--- src/rtl/ms_sr_ff_sequencer_if.sv ---
// Command and response handshake bundle for the SR flip-flop sequencer.
// The master side issues commands and consumes results; the slave side is the controller.
interface ms_sr_ff_sequencer_if;
  logic       cmd_valid;
  logic [1:0] cmd_op;
  logic       cmd_ready;
  logic       rsp_valid;
  logic       rsp_ready;
  logic       rsp_q;
  logic [1:0] rsp_err;

  modport master (
    output cmd_valid, cmd_op, rsp_ready,
    input  cmd_ready, rsp_valid, rsp_q, rsp_err
  );

  modport slave (
    input  cmd_valid, cmd_op, rsp_ready,
    output cmd_ready, rsp_valid, rsp_q, rsp_err
  );
endinterface

--- src/rtl/ms_sr_ff_sequencer.sv ---
// Sequencer for one external master-slave SR flip-flop.
// Each accepted command drives S/R with setup time, then a full high/low pulse on the
// flip-flop clock, checks the master and slave outputs and returns the result.
// S and R are never both high: SET/RESET/HOLD use fixed codes and TOGGLE uses ~q/q.
module ms_sr_ff_sequencer #(
  parameter int SETUP_CYC = 2,
  parameter int HIGH_CYC  = 3,
  parameter int LOW_CYC   = 3,
  parameter int CNT_W     = 8
) (
  input  logic                      clk,
  input  logic                      rst,
  ms_sr_ff_sequencer_if.slave       bus,
  output logic                      ff_S,
  output logic                      ff_R,
  output logic                      ff_clk,
  input  logic                      ff_mid_Q,
  input  logic                      ff_Q,
  input  logic                      ff_Qbar,
  output logic                      busy
);

  typedef enum logic [2:0] {
    ST_IDLE,
    ST_SETUP,
    ST_HIGH,
    ST_LOW,
    ST_CHECK,
    ST_RESP
  } state_t;

  state_t           state, state_n;
  logic [CNT_W-1:0] cnt, cnt_n;
  logic             exp_q, exp_q_n;
  logic             mid_err, mid_err_n;
  logic             s_n, r_n, clk_n;
  logic             cmd_ready, cmd_ready_n;
  logic             rsp_valid, rsp_valid_n;
  logic             rsp_q, rsp_q_n;
  logic [1:0]       rsp_err, rsp_err_n;
  logic             busy_n;

  assign bus.cmd_ready = cmd_ready;
  assign bus.rsp_valid = rsp_valid;
  assign bus.rsp_q     = rsp_q;
  assign bus.rsp_err   = rsp_err;

  // Next-state and next-output logic; every registered output is computed from the next state
  always_comb begin
    state_n     = state;
    cnt_n       = cnt;
    exp_q_n     = exp_q;
    mid_err_n   = mid_err;
    s_n         = ff_S;
    r_n         = ff_R;
    clk_n       = 1'b0;
    rsp_valid_n = rsp_valid;
    rsp_q_n     = rsp_q;
    rsp_err_n   = rsp_err;

    case (state)
      ST_IDLE: begin
        if (bus.cmd_valid && cmd_ready) begin
          case (bus.cmd_op)
            2'b01: begin exp_q_n = 1'b1;   s_n = 1'b1;   r_n = 1'b0; end
            2'b10: begin exp_q_n = 1'b0;   s_n = 1'b0;   r_n = 1'b1; end
            2'b11: begin exp_q_n = ~ff_Q;  s_n = ~ff_Q;  r_n = ff_Q; end
            default: begin exp_q_n = ff_Q; s_n = 1'b0;   r_n = 1'b0; end
          endcase
          cnt_n   = CNT_W'(SETUP_CYC);
          state_n = ST_SETUP;
        end
      end
      ST_SETUP: begin
        if (cnt == CNT_W'(1)) begin
          cnt_n   = CNT_W'(HIGH_CYC);
          clk_n   = 1'b1;
          state_n = ST_HIGH;
        end else begin
          cnt_n = cnt - CNT_W'(1);
        end
      end
      ST_HIGH: begin
        clk_n = 1'b1;
        if (cnt == CNT_W'(1)) begin
          mid_err_n = (ff_mid_Q != exp_q);
          cnt_n     = CNT_W'(LOW_CYC);
          clk_n     = 1'b0;
          state_n   = ST_LOW;
        end else begin
          cnt_n = cnt - CNT_W'(1);
        end
      end
      ST_LOW: begin
        if (cnt == CNT_W'(1)) begin
          s_n     = 1'b0;
          r_n     = 1'b0;
          state_n = ST_CHECK;
        end else begin
          cnt_n = cnt - CNT_W'(1);
        end
      end
      ST_CHECK: begin
        rsp_q_n     = ff_Q;
        rsp_err_n   = {(ff_Q != exp_q) | (ff_Qbar == ff_Q), mid_err};
        rsp_valid_n = 1'b1;
        state_n     = ST_RESP;
      end
      ST_RESP: begin
        if (bus.rsp_ready) begin
          rsp_valid_n = 1'b0;
          state_n     = ST_IDLE;
        end
      end
      default: begin
        s_n     = 1'b0;
        r_n     = 1'b0;
        state_n = ST_IDLE;
      end
    endcase

    cmd_ready_n = (state_n == ST_IDLE);
    busy_n      = (state_n != ST_IDLE);
  end

  // State, phase counter and registered outputs; reset aborts any sequence in flight
  always_ff @(posedge clk) begin
    if (rst) begin
      state     <= ST_IDLE;
      cnt       <= '0;
      exp_q     <= 1'b0;
      mid_err   <= 1'b0;
      ff_S      <= 1'b0;
      ff_R      <= 1'b0;
      ff_clk    <= 1'b0;
      cmd_ready <= 1'b0;
      rsp_valid <= 1'b0;
      rsp_q     <= 1'b0;
      rsp_err   <= 2'b00;
      busy      <= 1'b0;
    end else begin
      state     <= state_n;
      cnt       <= cnt_n;
      exp_q     <= exp_q_n;
      mid_err   <= mid_err_n;
      ff_S      <= s_n;
      ff_R      <= r_n;
      ff_clk    <= clk_n;
      cmd_ready <= cmd_ready_n;
      rsp_valid <= rsp_valid_n;
      rsp_q     <= rsp_q_n;
      rsp_err   <= rsp_err_n;
      busy      <= busy_n;
    end
  end

endmodule

--- src/flat_wrapper.sv ---
// flat-port wrapper written by rule: the top's interface ports become plain ports
module ms_sr_ff_sequencer_flat 
#(
  parameter int SETUP_CYC = 2,
  parameter int HIGH_CYC  = 3,
  parameter int LOW_CYC   = 3,
  parameter int CNT_W     = 8
)
  (clk, rst, ff_S, ff_R, ff_clk, ff_mid_Q, ff_Q, ff_Qbar, busy, bus_cmd_valid, bus_cmd_op, bus_rsp_ready, bus_cmd_ready, bus_rsp_valid, bus_rsp_q, bus_rsp_err);
  ms_sr_ff_sequencer_if bus_i ();
  input  logic clk;
  input  logic rst;
  output logic ff_S;
  output logic ff_R;
  output logic ff_clk;
  input  logic ff_mid_Q;
  input  logic ff_Q;
  input  logic ff_Qbar;
  output logic busy;
  input wire logic [$bits(bus_i.cmd_valid)-1:0] bus_cmd_valid;
  input wire logic [$bits(bus_i.cmd_op)-1:0] bus_cmd_op;
  input wire logic [$bits(bus_i.rsp_ready)-1:0] bus_rsp_ready;
  output wire logic [$bits(bus_i.cmd_ready)-1:0] bus_cmd_ready;
  output wire logic [$bits(bus_i.rsp_valid)-1:0] bus_rsp_valid;
  output wire logic [$bits(bus_i.rsp_q)-1:0] bus_rsp_q;
  output wire logic [$bits(bus_i.rsp_err)-1:0] bus_rsp_err;
  assign bus_i.cmd_valid = bus_cmd_valid;
  assign bus_i.cmd_op = bus_cmd_op;
  assign bus_i.rsp_ready = bus_rsp_ready;
  assign bus_cmd_ready = bus_i.cmd_ready;
  assign bus_rsp_valid = bus_i.rsp_valid;
  assign bus_rsp_q = bus_i.rsp_q;
  assign bus_rsp_err = bus_i.rsp_err;
  ms_sr_ff_sequencer #(.SETUP_CYC(SETUP_CYC), .HIGH_CYC(HIGH_CYC), .LOW_CYC(LOW_CYC), .CNT_W(CNT_W)) u_core (.clk(clk), .rst(rst), .bus(bus_i), .ff_S(ff_S), .ff_R(ff_R), .ff_clk(ff_clk), .ff_mid_Q(ff_mid_Q), .ff_Q(ff_Q), .ff_Qbar(ff_Qbar), .busy(busy));
endmodule
--- config.mk ---
export PLATFORM = sky130hd
export DESIGN_NAME = ms_sr_ff_sequencer_flat
export DESIGN_NICKNAME = d
export VERILOG_FILES = /design/src/rtl/ms_sr_ff_sequencer_if.sv /design/src/rtl/ms_sr_ff_sequencer.sv /design/src/flat_wrapper.sv
export SDC_FILE = /design/constraint.sdc
export NUM_CORES = 1
export LEC_CHECK = 0
export BUFFER_PORTS_ARGS = -buffer_cell sky130_fd_sc_hd__buf_2
export CAP_MARGIN = 20
export CORE_MARGIN = 5
export CORE_UTILIZATION = 52
export CTS_BUF_LIST = sky130_fd_sc_hd__clkbuf_4 sky130_fd_sc_hd__clkbuf_8
export DETAILED_ROUTE_END_ITERATION = 16
export PLACE_DENSITY = 0.88
export SYNTH_ARGS = -nofsm -noshare
export SYNTH_HDL_FRONTEND = slang
export SYNTH_SLANG_ARGS = --single-unit
--- constraint.sdc ---
create_clock -name clk -period 1.94 [get_ports clk]
set_clock_uncertainty 0.2 [all_clocks]
set_input_delay 0.194 -clock clk [delete_from_list [all_inputs] [get_ports clk]]
set_output_delay 0.194 -clock clk [all_outputs]
set_load 0.02 [all_outputs]
-- Yosys cells after proc, flatten, opt, wreduce, memory -nomap -nowiden
Index checks and enable logic that the tools add are counted.
- bits in registers: 22
- latch bits: 0
- RAM bits: 0
- ROM bits: 0
- input bits: 9
- output and inout port bits: 9
- word-level logic and storage cells: 68
- memories: 0
- add/sub/neg operators: 1
- multiply operators: 0
- div/mod/pow operators: 0
- $lt $le $gt $ge: 0
- equality and inequality tests: 16
- shifts and indexed selects: 0
- multiplexer cells: 23
- bitwise gates (word level): 3
- reductions and logical operators: 13
- operator list (kind ; count):
    $mux W8 ; 3
    $pmux W8 S3 ; 1
    $pmux W3 S6 ; 1
    $mux W3 ; 5
    $pmux W1 S3 ; 3
    $eq A8 B1 Y1 const B ; 1
    $pmux W1 S2 ; 4
    $sub A8 B1 Y8 const B ; 1
    $eq A3 B2 Y1 const B ; 2
    $eq A3 B3 Y1 const B ; 2
    $logic_not A3 Y1 ; 2
    $mux W1 ; 6
    $reduce_and A2 Y1 ; 3
    $reduce_and A3 Y1 ; 2
    $reduce_bool A3 Y1 ; 2
    $eq A2 B2 Y1 const B ; 2
    $ne A2 B1 Y1 const B ; 2
    $ne A2 B2 Y1 const B ; 2
    $reduce_or A4 Y1 ; 1
    $eq A3 B1 Y1 const B ; 1
    $eq A2 B1 Y1 const B ; 1
    $ne A1 B1 Y1 ; 2
    $not A1 Y1 ; 2
    $reduce_bool A2 Y1 ; 1
    4 further kinds ; 4

-- Longest topological paths before layout
- depth in word-level cells: 4
- gate-level depth with buffers: 7
- mapped depth without buffers: 6

-- Worst setup path before layout
OpenSTA, ideal clock, no wires.
- path kind: reg-to-reg
- from: reg u_core.cnt[0]
- to: reg u_core.cnt[1]
- library setup time: 0.115 ns
- arrival: 1.644 ns
- data required time: 1.625 ns
- setup slack: -0.019 ns
- stages on the path, launching flop included: 7
- buffers on the path: 1
- clock period less this slack: 1.959 ns
- cell sequence: dfxtp_1 -> ha_1 -> or3b_2 -> nor4_4 -> buf_6 -> o21ai_1 -> and2_1
- longest elaborated chain between the ends: 3
- elaborated cells on any way between the ends: 7
- classes of those cells: add/sub (1); eq/ne (2); mux (3); reduce/logical (1)
- RTL lines (element ; line ; text):
    start, declared ; ms_sr_ff_sequencer.sv:33 ; logic [CNT_W-1:0] cnt, cnt_n;
    start signal, assigned ; ms_sr_ff_sequencer.sv:143 ; cnt <= cnt_n;
    $sub A8 B1 Y8 / $eq A8 B1 Y1 (equally long branches) ; - ;
    $mux W8 (tied with other cells) ; ms_sr_ff_sequencer.sv:95 ; if (cnt == CNT_W'(1)) begin
    $pmux W8 S3 / $reduce_and A3 Y1 (equally long branches) ; - ;
Several ways; a longest one is shown, not always the timed one. The select of a mux whose other input is x is not followed.
A chain may end at the register's enable or synchronous reset.

-- Final worst setup path
- from: reg u_core.cnt[1]
- to: reg u_core.cnt[1]
Same word-level chain as after synthesis.

==> results_dict.tcl <==
set metrics [dict create \
    status "completed" \
    core_area_um2 2150 \
    num_rows 17 \
    htree_levels 1 \
    yosysSeqAreaShare 0.386 \
    dpl.hpwl_um 1940 \
    track_usage 0.172 \
    drc 0 \
    syn_to_final_growth_pct 25.2 \
    clkLatencyLatePin_ns 0.31 \
    netlist_area_um2 1140 \
    max_slew_margin 0.796 \
    max_cap_violations 0 \
    drt_pass1_iterations 4 \
    finalCritPeriodShare 0.996 \
    min_path_cells 4 \
    post_drt_wl_per_cell_um 13.7 \
    hold_violations 0 \
    layout_commonest_cell "buf_2" \
    io_pins 18 \
    final_nets 175 \
    grt_pass1_vias 1133 \
    final_cell_area_um2 1430 \
    cp.buffers_inverters 2 \
    fmax_mhz 517 \
    finalMaxSlewViolations 0 \
    multi_input_area_um2 689 \
    cp_top_family "simple AND/OR/NAND/NOR gates" \
    worstPathArrival_ns 1.94 \
    die_area_um2 3230 \
    finalSetupViolCount 0 \
    cts_max_path_buffers 2 \
    cp-end-kind "flop" \
    grt_pass1_wl_um 4610 \
    dieHeight_um 56.8 \
    p_per_area_nw_per_um2 844 \
    cpMaxStageDelayCell "or3b_4" \
    holdWs_ns 0.0143 \
    gp_congestion 0.872 \
    fp.dieW_um 56.8 \
    num_vias 1115 \
    startpoint_type "flop" \
    grt_max_degree 18 \
    cts_made_buffers 3 \
    period_minus_slack_ns 1.93 \
    worst_pin_slew_ns 0.305 \
    slowest_delay_ns 0.39 \
    crit_required_ns 1.94 \
    p_total_mw 1.21 \
    crit_cells 7 \
    path_clk_slew_ns 0.12 \
    cts.sinks 22 \
    start_util 0.531 \
    layout_common_cells "buf_2 (17), dfxtp_1 (16), a21oi_1 (14), nor2_1 (14), nand2_1 (12)" \
    synth_fp_nets 148 \
    synth_cells 137 \
    rsz0062_at_grt "true" \
    cts_tree "done" \
    dpl_cell_area_um2 1310 \
    via_per_inst 5.84 \
    n_antenna_cell 0 \
    grt_antenna_before_repair 0 \
    ir_worst_vdd_mv 0.551 \
    post-route-util 0.665 \
    synth_warnings 0 \
    path_class "reg2reg" \
    wirelength_um 2630 \
    r2r_cells 7 \
    ant_nets 0 \
    critPathMaxFanout 8 \
    drtIter0Drc 31 \
    synth.distinct_cells 38 \
    p_leak_nw 0.582 \
    fillers 176 \
    io_buffer_count 17 \
    crit_chain "inv_2 -> ha_4 -> or3b_4 -> nor4_4 -> buf_6 -> o21ai_1 -> and2_1" \
    hold_path_class "in2reg" \
    avgSynthCellArea_um2 8.33 \
    root_buffer "clkbuf_4" \
    overflow 0 \
    regArea_um2 448 \
    ys_seq_elements 22 \
    drive_gt1_frac 0.331 \
    rrSetupSlack_ns 0.007 \
]
==> worst register-to-register path, delay by kind of cell (launching register included) <==
family	cells	cell delay [ns]
and+or+nand+nor	3	0.85
DFF	1	0.34
buffers and inverters	2	0.25
adders and majority gates	1	0.13
AOI/OAI and AO/OA	1	0.07
==> Yosys cell counts, drive strengths merged <==
cell | count | area, µm²
a211oi | 2 | 15.0
a21o | 2 | 15.0
a21oi | 15 | 75.1
a311oi | 1 | 8.76
a31oi | 1 | 6.26
and2 | 2 | 12.5
buf | 4 | 25.0
clkbuf | 4 | 15.0
dfxtp | 22 | 440
ha | 2 | 25.0
inv | 4 | 15.0
mux2i | 4 | 40.0
nand2 | 12 | 45.0
nand2b | 2 | 12.5
nand3 | 3 | 15.0
nand3b | 2 | 15.0
nand4 | 1 | 6.26
nand4b | 1 | 8.76
nor2 | 14 | 52.6
nor2b | 2 | 12.5
nor3 | 2 | 10.0
nor3b | 1 | 7.51
nor4 | 2 | 33.8
o2111ai | 2 | 17.5
o211ai | 2 | 15.0
o21ai | 6 | 30.0
o21bai | 1 | 7.51
o31ai | 6 | 45.0
or2 | 2 | 12.5
or3 | 2 | 12.5
or3b | 1 | 8.76
or4 | 9 | 71.3
xor2 | 1 | 8.76
==> timing repair <==
action | in CTS | in global routing
pin swaps | 3 | 7
gates resized for setup | 4 | 13
endpoints found under the hold margin | 1 | 0
setup buffers | 1 | 0
hold buffers | 1 | 0
endpoints found under the setup margin | 6 | 12
==> final cells by class <==
| cell class | count | area share |
|---|---|---|
| clock inverter | 1 | 0.0210 |
| clock buffer | 3 | 0.0158 |
| inverter | 4 | 0.0105 |
| tap | 28 | 0.0245 |
| sequential | 22 | 0.313 |
| timing repair buffer | 30 | 0.132 |
| multi-input combinational | 103 | 0.482 |
==> path summary, 6_finish.rpt <==
path / startpoint / endpoint
worst max-delay path: u_core.cnt[1] / u_core.cnt[1]
worst min-delay path: ff_Qbar / u_core.bus.rsp_err[1]
worst max register to register: u_core.cnt[1] / u_core.cnt[1]
worst min register to register: u_core.bus.rsp_err[1] / u_core.bus.rsp_err[1]
==> stage by stage <==
stage	setup TNS (ns)	instances	setup slack, ns
2_1_floorplan	0	137	0.0426
3_3_place_gp	0	185	0.0545
3_5_place_dp	-0.0862	185	-0.0408
4_1_cts	0	191	0.000453
5_1_grt	-0.392	191	-0.0752
6_report	0	191	0.00726
==> routing by layer <==
metal,wire length (µm),up-vias,global-route usage
met5,0,-,0
met4,41,0,0.0530
met3,81,6,0.0253
met2,1360,24,0.325
met1,1140,529,0.196
li1,-,556,-
==> logic make-up after synthesis <==
| family | Yosys count | synth area share |
|---|---|---|
| simple gates | 58 | 0.295 |
| compound gates | 38 | 0.206 |
| flops | 22 | 0.386 |
| buf+inv | 12 | 0.0482 |
| mux | 4 | 0.0351 |
| fa+ha+maj | 2 | 0.0219 |
| xor+xnor | 1 | 0.00768 |
==> state kept, by name, summed over array words and instances (netlist names) <==
signal                count
u_core.busy               1
u_core.state              3
u_core.ff_S               1
u_core.ff_clk             1
u_core.bus.rsp_q          1
u_core.bus.cmd_ready      1
u_core.mid_err            1
u_core.bus.rsp_valid      1
u_core.exp_q              1
u_core.ff_R               1
u_core.cnt                8
u_core.bus.rsp_err        2
==> power by group <==
group | leakage (nW) | switching, mW | internal, mW | total, mW
registers | 0.182 | 0.0431 | 0.489 | 0.532
clock network | 0.0279 | 0.139 | 0.209 | 0.348
logic | 0.373 | 0.173 | 0.153 | 0.326
No activity file was read; power rests on OpenSTA's default activity.
